--- src/rtl/imem_loader.sv ---
// Boots an instruction memory from a little-endian byte stream, verifies a trailing
// XOR checksum byte, and holds the processor in reset until a clean load completes.
module imem_loader (
  input  logic        clock,
  input  logic        reset,
  input  logic        start,
  input  logic [12:0] load_len,
  input  logic        rx_valid,
  input  logic [7:0]  rx_data,
  output logic        rx_ready,
  output logic [11:0] imem_address,
  output logic [31:0] imem_data,
  output logic        imem_wren,
  output logic        cpu_reset,
  output logic        busy,
  output logic        done,
  output logic        err,
  output logic [2:0]  state_dbg
);

  typedef enum logic [2:0] {
    S_IDLE  = 3'd0,
    S_RECV  = 3'd1,
    S_WRITE = 3'd2,
    S_CHK   = 3'd3,
    S_DONE  = 3'd4
  } state_t;

  state_t      state;
  logic [11:0] last_idx;
  logic [11:0] word_idx;
  logic [1:0]  byte_idx;
  logic [31:0] word;
  logic [7:0]  xor_acc;
  logic        done_r;
  logic        err_r;

  logic [12:0] eff_len;
  logic        accept;

  // Handshake: a byte moves on a rising edge only when rx_valid and rx_ready are
  // both high; rx_ready depends on registered state alone, never on rx_valid.
  assign eff_len = (load_len > 13'd4096) ? 13'd4096 : load_len;
  assign accept  = rx_valid && rx_ready;

  always_ff @(posedge clock) begin
    if (!reset) begin
      state    <= S_IDLE;
      last_idx <= 12'd0;
      word_idx <= 12'd0;
      byte_idx <= 2'd0;
      word     <= 32'd0;
      xor_acc  <= 8'd0;
      done_r   <= 1'b0;
      err_r    <= 1'b0;
    end else begin
      case (state)
        S_IDLE, S_DONE: begin
          if (start) begin
            // Length 4096 maps to last index 4095, so the word index never wraps.
            last_idx <= 12'(eff_len - 13'd1);
            word_idx <= 12'd0;
            byte_idx <= 2'd0;
            xor_acc  <= 8'd0;
            done_r   <= 1'b0;
            err_r    <= 1'b0;
            state    <= (eff_len == 13'd0) ? S_CHK : S_RECV;
          end
        end
        S_RECV: begin
          if (accept) begin
            // Shifting in from the top leaves byte 0 in bits 7:0 after four bytes.
            word     <= {rx_data, word[31:8]};
            xor_acc  <= xor_acc ^ rx_data;
            byte_idx <= byte_idx + 2'd1;
            if (byte_idx == 2'd3) state <= S_WRITE;
          end
        end
        S_WRITE: begin
          if (word_idx == last_idx) begin
            state <= S_CHK;
          end else begin
            word_idx <= word_idx + 12'd1;
            state    <= S_RECV;
          end
        end
        S_CHK: begin
          if (accept) begin
            err_r  <= (rx_data != xor_acc);
            done_r <= 1'b1;
            state  <= S_DONE;
          end
        end
        default: state <= S_IDLE;
      endcase
    end
  end

  assign rx_ready     = (state == S_RECV) || (state == S_CHK);
  assign imem_wren    = (state == S_WRITE);
  assign imem_address = word_idx;
  assign imem_data    = word;
  assign busy         = (state == S_RECV) || (state == S_WRITE) || (state == S_CHK);
  assign cpu_reset    = !((state == S_DONE) && !err_r);
  assign done         = done_r;
  assign err          = err_r;
  assign state_dbg    = state;

endmodule
--- config.mk ---
export PLATFORM = sky130hd
export DESIGN_NAME = imem_loader
export DESIGN_NICKNAME = d
export VERILOG_FILES = /design/src/rtl/imem_loader.sv
export SDC_FILE = /design/constraint.sdc
export NUM_CORES = 1
export LEC_CHECK = 0
export CAP_MARGIN = 40
export CORE_MARGIN = 2
export CORE_UTILIZATION = 30
export CTS_BUF_LIST = sky130_fd_sc_hd__clkbuf_8 sky130_fd_sc_hd__clkbuf_16
export DETAILED_ROUTE_END_ITERATION = 12
export PLACE_DENSITY_LB_ADDON = 0.15
export REMOVE_ABC_BUFFERS = 1
export SLEW_MARGIN = 25
export SYNTH_ARGS = -nofsm -noshare
export SYNTH_HDL_FRONTEND = slang
export SYNTH_SLANG_ARGS = --single-unit
--- constraint.sdc ---
create_clock -name clock -period 2.88 [get_ports clock]
set_clock_uncertainty 0.1 [all_clocks]
set_input_delay 0.288 -clock clock [delete_from_list [all_inputs] [get_ports clock]]
set_output_delay 0.288 -clock clock [all_outputs]
set_load 0.005 [all_outputs]
# Word-level counts from Yosys, hierarchy flattened
# Cells that the tools add are included.
totals:
  latchBits: 0
  ff_bits: 71
  elab_cells: 66
  romBits: 0
  ramBits: 0
  n_memories: 0
op_classes:
  n_mux: 22
  order_cmp: 1
  add_sub_neg: 3
  mul: 0
  n_bitwise: 1
  shift: 0
  div_mod_pow: 0
  eq_ne: 12
  reduce_logical: 19
ops:
  columns: ["cell", "count"]
  rows:
  - ["2-to-1 mux 12 bit", 2]
  - ["one-hot mux 12 bit (2 select lines)", 1]
  - ["2-to-1 mux 8 bit", 2]
  - ["one-hot mux 8 bit (2 select lines)", 1]
  - ["greater-than comparator 13 bit (second input constant)", 1]
  - ["zero test 13 bit", 1]
  - ["2-to-1 mux 13 bit", 1]
  - ["adder 12 x 1 -> 12 bit (second input constant)", 1]
  - ["equality test 12 bit", 1]
  - ["2-to-1 mux 3 bit", 4]
  - ["one-hot mux 3 bit (4 select lines)", 1]
  - ["subtractor 12 x 1 -> 12 bit (second input constant)", 1]
  - ["inequality test 2 bit (second input constant)", 5]
  - ["AND reduction 3 bit", 3]
  - ["2-to-1 mux 2 bit", 4]
  - ["inequality test 8 bit", 1]
  - ["XOR 8 bit", 1]
  - ["equality test 3 x 2 -> 1 bit (second input constant)", 2]
  - ["nonzero test 2 bit", 3]
  - ["one-hot mux 1 bit (2 select lines)", 2]
  - ["one-hot mux 2 bit (2 select lines)", 1]
  - ["AND reduction 2 bit", 2]
  - ["AND reduction 4 bit", 1]
  - ["equality test 3 x 1 -> 1 bit (second input constant)", 1]
  - ["other kinds (9)", 15]

# Depth between registers and ports, before layout
# Gate-level depths: netlist of run 1.
logic_depth:
  ltp_word: 6
  mapped_depth: 8

# Least setup slack after synthesis of run 1
# OpenSTA, ideal clock, no wires.
synth_timing:
  kind: "input -> register"
  start: "input port load_len[3]"
  end: "register last_idx[10]"
  setup_time_ns: 0.114
  t_required_ns: 2.666
  arrival_ns: 1.701
  setup_slack_ns: 0.965
  n_path_buf: 0
  cell_stages: 5
  path_cell_list: "or4_4 or4_4 o311ai_2 a21oi_1 a21o_1"
synth_via:
  elab_chain_cells: 3
synth_rtl:
  columns: ["item", "line_no", "text"]
  rows:
  - ["start: declaration", "7", "input logic [12:0] load_len,"]
  - ["greater-than comparator 13 bit", "43", "assign eff_len = (load_len > 13'd4096) ? 13'd4096 : load_len;"]
  - ["2-to-1 mux 13 bit *", "43", null]
  - ["subtractor 12 x 1 -> 12 bit *", "61", "last_idx <= 12'(eff_len - 13'd1);"]
  - ["end signal: assignment", "61", null]
  - ["end: declaration", "30", "logic [11:0] last_idx;"]
# Every way passes the cells marked *; elsewhere a longest branch is shown, timed or not.
# A chain may end at the register's enable or synchronous reset.

# Final worst setup path of run 1
layout_timing:
  start: "input port load_len[12]"
  end: "register last_idx[8]"
layout_via:
  elab_chain_cells: 3
layout_rtl:
  columns: ["item", "line_no"]
  rows:
  - ["greater-than comparator 13 bit", "43"]
  - ["2-to-1 mux 13 bit", "43"]
  - ["subtractor 12 x 1 -> 12 bit", "61"]
# No other way between the ends.

==> flow_metrics.env, run 1 <==
export IMPL_synth_top_cell_area_share=0.443
export IMPL_avgSynthCellArea_um2=8.16
export IMPL_avgViaCountPerCell=4.80
export IMPL_fill_cells=1081
export IMPL_slew_viol_final=0
export IMPL_place_ws_ns=0.314
export IMPL_final_nets=499
export IMPL_cts_buffers=9
export IMPL_postRouteAntennaNets=0
export IMPL_clkTransAtPathRegs_ns=0.08
export IMPL_area_growth_pct=35.7
export IMPL_first_pass_iters=5
export IMPL_crit_type="input port to register"
export IMPL_yosysMostFrequentCell="nand2_1"
export IMPL_setup_tns_final_ns=0
export IMPL_routedWlPerCell_um=13.3
export IMPL_portBuffers=77
export IMPL_power_leakage_nw=1.47
export IMPL_clkSinkCount=71
export IMPL_max_clock_path_buffers=2
export IMPL_post_cts_setup_buffer_count=0
export IMPL_yosys_top_cells_area="dfxtp_1 (44%), nand2_1 (10%), a21oi_1 (8.3%)"
export IMPL_combPwrFrac=0.121
export IMPL_dp_cells=596
export IMPL_power_density_nw_per_um2=503
export IMPL_synthTopCellsByCount="nand2_1 (89), dfxtp_1 (71), a21oi_1 (53)"
export IMPL_worst_slack_ns=0.638
export IMPL_overflow=0
export IMPL_fp_row_count=37
export IMPL_fmax_mhz=446
export IMPL_crit_fanout=8
export IMPL_clockPowerShare=0.403
export IMPL_period_share=0.779
export IMPL_peakVddDrop_v=0.000251
export IMPL_seq_area_frac_synth=0.443
export IMPL_htreeDepth=3
export IMPL_hpwl_mm=5.84
export IMPL_hold_viol=0
export IMPL_synth_edf_count=0
export IMPL_drv_cap=0
export IMPL_via_count=2939
export IMPL_drc_errors=0
export IMPL_internal_power_mw=1.63
export IMPL_p_sw_frac=0.256
export IMPL_setup_violations=0
export IMPL_hold_class="register to register"
export IMPL_grt_use_total=0.147
export IMPL_gp_congestion=0.831
export IMPL_routed_wl_mm=8.17
export IMPL_synth_flop_cell="dfxtp_1"
export IMPL_die_w_um=107
export IMPL_yosys_warnings=0
export IMPL_switching_power_uw=559
export IMPL_clock_latency_ns=0.34
export IMPL_critPathLaunchType="input port"
export IMPL_period_needed_ns=2.24
export IMPL_arrival_ns=2.36
export IMPL_dr_first_iter_drc_count=89
export IMPL_die_area_um2=11500
export IMPL_hold_buffers=0
export IMPL_cts_resized_gates=0
export IMPL_slew_headroom=0.695
export IMPL_end_kind="register"
export IMPL_required_ns=3.00
export IMPL_ys_types=45
export IMPL_grt_first_pass_wirelength_mm=13.6
export IMPL_finalNonFillerCells=612
export IMPL_async_reset_ff_frac=0
export IMPL_worst_pin_slew_ns=0.454
export IMPL_cts_root_buf="clkbuf_8"
export IMPL_status="finished clean"
export IMPL_final_core_util=0.420
export IMPL_grt_max_degree=42
export IMPL_grt_pass1_vias=2832
export IMPL_seqPwrFrac=0.477
export IMPL_start_util=0.309
export IMPL_power_total_mw=2.19
export IMPL_ys_ff_latch=71
export IMPL_synth_area_um2=3210
export IMPL_rsz0062_at_grt="false"
export IMPL_io_pins=78
export IMPL_synth_area_leader_cell="dfxtp_1"
export IMPL_drive_above_1_share=0.0735
export IMPL_diodes=0
export IMPL_coreArea_um2=10400
export IMPL_die_y_um=107
export IMPL_synthCells=393
export IMPL_antenna_found_initial=0
export IMPL_cts_tree="done"
==> kinds of logic after synthesis <==
logic type,after synthesis,synth area share
multiplexers,1,0.00312
AO/OA/AOI/OAI,91,0.159
XOR/XNOR,35,0.0956
buffers and inverters,24,0.0347
flip-flops,71,0.443
adder cells (fa/ha/maj),3,0.0117
AND/OR/NAND/NOR,168,0.252
==> power groups by stage <==
stage               logic, mW  clock network, mW  registers [mW]
floorplan               0.137                  0            1.06
global placement        0.267                  0            1.06
detailed placement      0.266                  0            1.07
CTS                     0.268              0.909            1.04
global route            0.294              0.961            1.05
finish                  0.264              0.880            1.04
==> metrics by stage <==
step | hold slack, ns | instance area [µm²]
finish | 0.354 | 4350
global route | 0.379 | 4350
CTS | 0.358 | 4350
detailed placement | 0.346 | 4130
global placement | 0.342 | 4130
floorplan | 0.304 | 3110
==> layer usage <==
| layer | part of all wire | vias to the layer above | global-route usage |
|---|---|---|---|
| li1 | - | 1521 | - |
| met1 | 0.48 | 1350 | 0.194 |
| met2 | 0.46 | 54 | 0.232 |
| met3 | 0.034 | 14 | 0.0297 |
| met4 | 0.019 | 0 | 0.0650 |
| met5 | 0 | - | 0 |
==> cells in the final DEF (no fill, tap or decap), types with 2 or more instances in the layout <==
cell type,Yosys,final
or3_1,8,8
or4_1,6,6
xnor2_1,17,17
xor2_1,18,18
o31ai_1,3,3
dfxtp_1,71,71
bufinv_16,0,2
clkdlybuf4s50_1,0,77
nor3_1,6,6
nand3b_1,3,3
clkinv_4,0,2
o21ai_0,20,20
a21oi_1,53,53
nor3b_2,2,2
nand4_1,5,5
and4_1,3,3
clkbuf_8,0,9
buf_4,3,11
nand3_1,5,5
ha_1,3,3
a31oi_1,3,3
o211ai_1,2,2
a21o_1,2,2
nand2_1,89,89
nor4_1,4,4
nor2b_1,2,2
inv_1,2,3
a211oi_1,2,2
or4_4,2,2
nor2_1,26,26
==> state kept, by name, indices dropped and copies added (netlist names) <==
| signal | flops |
|---|---|
| done | 1 |
| xor_acc | 8 |
| state_dbg | 3 |
| imem_data | 32 |
| last_idx | 12 |
| imem_address | 12 |
| byte_idx | 2 |
| err | 1 |
==> final cells by class <==
type / instances / area (µm²) / area share
multi-input combinational: 298 / 1670 / 0.385
clock buffer: 9 / 124 / 0.0285
sequential: 71 / 1420 / 0.327
tap: 136 / 170 / 0.0391
inverter: 3 / 11.3 / 0.00259
timing repair buffer: 88 / 853 / 0.196
clock inverter: 7 / 97.6 / 0.0224
==> worst max-delay path, cell delays in order <==
cell             delay, ns
clkdlybuf4s50_1       0.59
inv_1                 0.18
nand2_1               0.12
ha_1                  0.31
inv_1                 0.14
or4_1                 0.47
a31oi_1               0.18
o21ai_0               0.09
==> path summary, 6_finish.rpt <==
path                                   from                            to  slack (ns)  depth (start not counted)
setup / recovery               load_len[12]      last_idx[8]$_SDFFE_PN0P_        0.64                          8
hold / removal    imem_data[3]$_SDFFE_PN0P_     imem_data[3]$_SDFFE_PN0P_        0.35                          2
setup reg to reg  state_dbg[1]$_SDFFE_PN0P_  imem_address[8]$_SDFFE_PN0P_        0.83                          6
hold reg to reg   imem_data[3]$_SDFFE_PN0P_     imem_data[3]$_SDFFE_PN0P_        0.35                          2
No activity file was read; power rests on OpenSTA's default activity.
==> inputs of run 2 (changes only) <==
==> constraint.sdc (replaced) <==
create_clock -name clock -period 1.85 [get_ports clock]
set_clock_uncertainty 0.1 [all_clocks]
set_input_delay 0.185 -clock clock [delete_from_list [all_inputs] [get_ports clock]]
set_output_delay 0.185 -clock clock [all_outputs]
set_load 0.005 [all_outputs]
==> flow_metrics.env, run 2 (same netlist as run 1, synthesis figures left out) <==
export IMPL_worst_pin_slew_ns=0.406
export IMPL_clkTransAtPathRegs_ns=0.08
export IMPL_io_pins=78
export IMPL_grt_pass1_vias=2933
export IMPL_htreeDepth=3
export IMPL_slew_headroom=0.729
export IMPL_period_share=0.973
export IMPL_via_count=3135
export IMPL_die_area_um2=11500
export IMPL_power_leakage_nw=1.78
export IMPL_die_w_um=107
export IMPL_routed_wl_mm=8.71
export IMPL_drv_cap=0
export IMPL_start_util=0.309
export IMPL_fmax_mhz=555
export IMPL_portBuffers=77
export IMPL_hold_viol=0
export IMPL_slew_viol_final=0
export IMPL_postRouteAntennaNets=0
export IMPL_crit_fanout=4
export IMPL_multi_input_area_um2=1750
export IMPL_period_needed_ns=1.80
export IMPL_layout_commonest_cell="nand2_1"
export IMPL_status="finished clean"
export IMPL_holdWs_ns=0.297
export IMPL_setup_violations=0
export IMPL_drc_errors=0
export IMPL_grt_max_degree=37
export IMPL_critPathLaunchType="register"
export IMPL_largest_reg_flops=32
export IMPL_fill_cells=1045
export IMPL_required_ns=2.04
export IMPL_power_total_mw=3.42
export IMPL_max_clock_path_buffers=2
export IMPL_ff_latch_area_um2=1430
export IMPL_clkSinkCount=71
export IMPL_avgViaCountPerCell=4.74
export IMPL_antenna_found_initial=0
export IMPL_final_core_util=0.468
export IMPL_final_nets=548
export IMPL_rsz0062_at_grt="true"
export IMPL_overflow=0
export IMPL_die_y_um=107
export IMPL_final_cell_mix="nand2_1 (88), clkdlybuf4s50_1 (69), dfxtp_1 (65), a21oi_1 (52), buf_4 (51)"
export IMPL_grt_use_total=0.154
export IMPL_cts_tree="done"
export IMPL_hpwl_mm=6.21
export IMPL_dr_first_iter_drc_count=85
export IMPL_routedWlPerCell_um=13.2
export IMPL_power_density_nw_per_um2=703
export IMPL_cts_root_buf="clkbuf_8"
export IMPL_arrival_ns=1.99
export IMPL_drive_above_1_share=0.194
export IMPL_grt_first_pass_wirelength_mm=14.1
export IMPL_diodes=0
export IMPL_clock_latency_ns=0.34
export IMPL_hold_class="input port to register"
export IMPL_end_kind="register"
export IMPL_cts_buffers=9
export IMPL_final_area_um2=4860
export IMPL_fp_row_count=37
export IMPL_gp_congestion=0.837
export IMPL_area_growth_pct=51.5
export IMPL_first_pass_iters=5
export IMPL_crit_type="register to register"
export IMPL_placed_area_um2=4480
export IMPL_coreArea_um2=10400
export IMPL_peakVddDrop_v=0.000263
[run 2: metal layers]
metal,wire length (µm),share of wire,GRT usage,vias to the layer above
met2,4140,0.48,0.248,84
li1,-,-,-,1613
met4,138,0.016,0.0604,0
met1,4120,0.47,0.204,1425
met3,310,0.036,0.0260,13
met5,0,0,0,-
[run 2: timing repair]
| item | CTS | global route |
|---|---|---|
| resized for setup | 16 | 22 |
| pin swaps | 5 | 5 |
| setup endpoints to repair | 11 | 15 |
| setup buffers | 4 | 4 |
| gates cloned | 0 | 1 |
| hold buffers | 0 | 0 |
[run 2: worst max-delay path, cell delays in order, from the launching register on]
cell	delay [ns]
dfxtp_1	0.43
and4_1	0.29
nand2_1	0.08
or3_4	0.38
or3_4	0.33
a21oi_2	0.14
[run 2: stage by stage]
stage,cells,setup slack [ns],setup TNS (ns)
after floorplan,372,-0.421,-10.38
after global placement,636,-0.443,-4.53
after detailed placement,636,-0.446,-5.18
after CTS,656,0.0173,0
after global routing,661,-0.0532,-0.221
final,661,0.0495,0
[run 2: area by class of cell]
cell class                 count  area share
clock buffer                  10      0.0283
tap                          136      0.0350
inverter                       3     0.00232
timing repair buffer         137       0.264
sequential                    71       0.295
multi-input combinational    298       0.361
clock inverter                 6      0.0139
[run 2: worst paths after layout]
kind	start	end	slack [ns]	cells after the start
setup / recovery	imem_address[5]$_SDFFE_PN0P_	imem_address[8]$_SDFFE_PN0P_	0.05	5
hold reg to reg	imem_data[3]$_SDFFE_PN0P_	imem_data[3]$_SDFFE_PN0P_	0.35	2
setup reg to reg	imem_address[5]$_SDFFE_PN0P_	imem_address[8]$_SDFFE_PN0P_	0.05	5
hold / removal	load_len[4]	last_idx[4]$_SDFFE_PN0P_	0.30	4
[run 2: power breakdown]
part	leakage [nW]	total, mW	switching (mW)	internal (mW)
logic	1.10	0.509	0.252	0.256
registers	0.579	1.62	0.0425	1.58
clock network	0.0993	1.29	0.622	0.667
==> inputs of run 3 (changes only) <==
--- a/config.mk
+++ b/config.mk
@@ -10,6 +10,7 @@
 export CORE_UTILIZATION = 30
 export CTS_BUF_LIST = sky130_fd_sc_hd__clkbuf_8 sky130_fd_sc_hd__clkbuf_16
 export DETAILED_ROUTE_END_ITERATION = 12
+export DONT_BUFFER_PORTS = 1
 export PLACE_DENSITY_LB_ADDON = 0.15
 export REMOVE_ABC_BUFFERS = 1
 export SLEW_MARGIN = 25
==> flow_metrics.env, run 3 (same netlist as run 1, synthesis figures left out) <==
export IMPL_status="finished clean"
export IMPL_fill_cells=1110
export IMPL_worst_pin_slew_ns=0.488
export IMPL_via_count=2829
export IMPL_crit_fanout=4
export IMPL_cts_buffers=9
export IMPL_slew_headroom=0.674
export IMPL_htreeDepth=3
export IMPL_grt_max_degree=42
export IMPL_routed_wl_mm=8.65
export IMPL_final_nets=464
export IMPL_start_util=0.309
export IMPL_grt_use_total=0.154
export IMPL_ff_latch_area_um2=1430
export IMPL_arrival_ns=1.96
export IMPL_power_total_mw=3.15
export IMPL_required_ns=2.03
export IMPL_max_clock_path_buffers=2
export IMPL_antenna_found_initial=0
export IMPL_multi_input_area_um2=1680
export IMPL_slowest_stage="or4_1"
export IMPL_setup_violations=0
export IMPL_holdWs_ns=0.0277
export IMPL_clock_latency_ns=0.35
export IMPL_internal_power_mw=2.27
export IMPL_fp_row_count=37
export IMPL_drive_above_1_share=0.136
export IMPL_dr_first_iter_drc_count=109
export IMPL_rsz0062_at_grt="false"
export IMPL_power_leakage_nw=1.38
export IMPL_peakVddDrop_v=0.000336
export IMPL_power_density_nw_per_um2=799
export IMPL_worst_slack_ns=0.0642
export IMPL_first_pass_iters=4
export IMPL_grt_pass1_vias=2719
export IMPL_critPathLaunchType="register"
export IMPL_hpwl_mm=5.97
export IMPL_clkSinkCount=71
export IMPL_final_area_um2=3940
export IMPL_cts_tree="done"
export IMPL_combPwrFrac=0.119
export IMPL_place_ws_ns=0.00231
export IMPL_final_cell_mix="nand2_1 (89), dfxtp_1 (67), a21oi_1 (53), buf_4 (30), nor2_1 (26)"
export IMPL_grt_first_pass_wirelength_mm=13.8
export IMPL_die_area_um2=11500
export IMPL_period_share=0.965
export IMPL_layout_commonest_cell="nand2_1"
export IMPL_crit_type="register to register"
export IMPL_clkTransAtPathRegs_ns=0.08
export IMPL_cts_root_buf="clkbuf_8"
export IMPL_postRouteAntennaNets=0
export IMPL_die_y_um=107
export IMPL_switching_power_uw=876
export IMPL_end_kind="register"
export IMPL_portBuffers=0
export IMPL_p_sw_frac=0.278
export IMPL_hold_viol=0
export IMPL_drc_errors=0
export IMPL_avgViaCountPerCell=4.90
export IMPL_overflow=0
export IMPL_io_pins=78
export IMPL_largest_reg_flops=32
export IMPL_seqPwrFrac=0.515
export IMPL_max_stage_delay_ns=0.47
export IMPL_diodes=0
export IMPL_period_needed_ns=1.79
export IMPL_die_w_um=107
export IMPL_coreArea_um2=10400
export IMPL_gp_congestion=0.829
export IMPL_drv_cap=0
export IMPL_slew_viol_final=0
export IMPL_hold_class="input port to register"
export IMPL_placed_area_um2=3510
export IMPL_area_growth_pct=23.0
export IMPL_fmax_mhz=560
export IMPL_routedWlPerCell_um=15.0
export IMPL_crit_chain="or3b_1 -> nand2b_4 -> nand2_1 -> or4_1 -> a21oi_1"
export IMPL_clockPowerShare=0.366
[run 3: cell types whose count changed in the layout (fill, tap and decap cells not counted), sizes merged, moves of 3 or more]
| cell | delta |
|---|---|
| dlygate4sd3 | +22 |
| clkinv | +3 |
| dlygate4sd2 | -5 |
| buf | -29 |
| clkdlybuf4s50 | -69 |
[run 3: metrics by stage]
step,setup TNS [ns],util,std cells
floorplan,-10.38,-,372
global placement,0,0.339,538
detailed placement,0,0.339,538
CTS,0,0.378,576
global route,0,0.380,577
finish,0,0.380,577
[run 3: path summary, 6_finish.rpt]
check,from,endpoint,slack (ns),depth (start not counted)
setup reg to reg,state_dbg[0]$_SDFFE_PN0P_,imem_address[9]$_SDFFE_PN0P_,0.06,5
hold / removal,load_len[10],last_idx[10]$_SDFFE_PN0P_,0.03,3
hold reg to reg,byte_idx[1]$_SDFFE_PN0P_,byte_idx[1]$_SDFFE_PN0P_,0.37,2
setup / recovery,state_dbg[0]$_SDFFE_PN0P_,imem_address[9]$_SDFFE_PN0P_,0.06,5
[run 3: routing by layer]
metal,vias up,global-route usage,share of wire
met3,6,0.0502,0.058
met5,-,0,0
met4,0,0.0513,0.011
met2,60,0.244,0.47
met1,1314,0.199,0.46
li1,1449,-,-
[run 3: layout make-up]
class                   instances  share of cell area
clock buffers                  10              0.0349
clock inverters                 6              0.0117
inverters                       3             0.00286
multi-input cells             298               0.427
flip-flops and latches         71               0.362
well taps                     136              0.0432
repair buffers                 53               0.118
[run 3: worst max-delay path: cells and delay by family, from the launching register on]
kind,cells,cell delay (ns)
AO/OA/AOI/OAI,1,0.16
AND/OR/NAND/NOR,4,1.10
flip-flops,1,0.35
[run 3: power by group through the flow]
stage | clock network, mW | registers [mW] | logic (mW)
CTS | 1.20 | 1.62 | 0.377
floorplan | 0 | 1.65 | 0.214
global route | 1.26 | 1.63 | 0.420
detailed placement | 0 | 1.66 | 0.329
global placement | 0 | 1.66 | 0.331
finish | 1.15 | 1.62 | 0.375
[run 3: what timing repair did]
action / CTS / global route
endpoints found under the hold margin: 34 / 0
hold buffers: 22 / 0
buffers inserted: 0 / 1
endpoints found under the setup margin: 1 / 14
resized for setup: 1 / 5
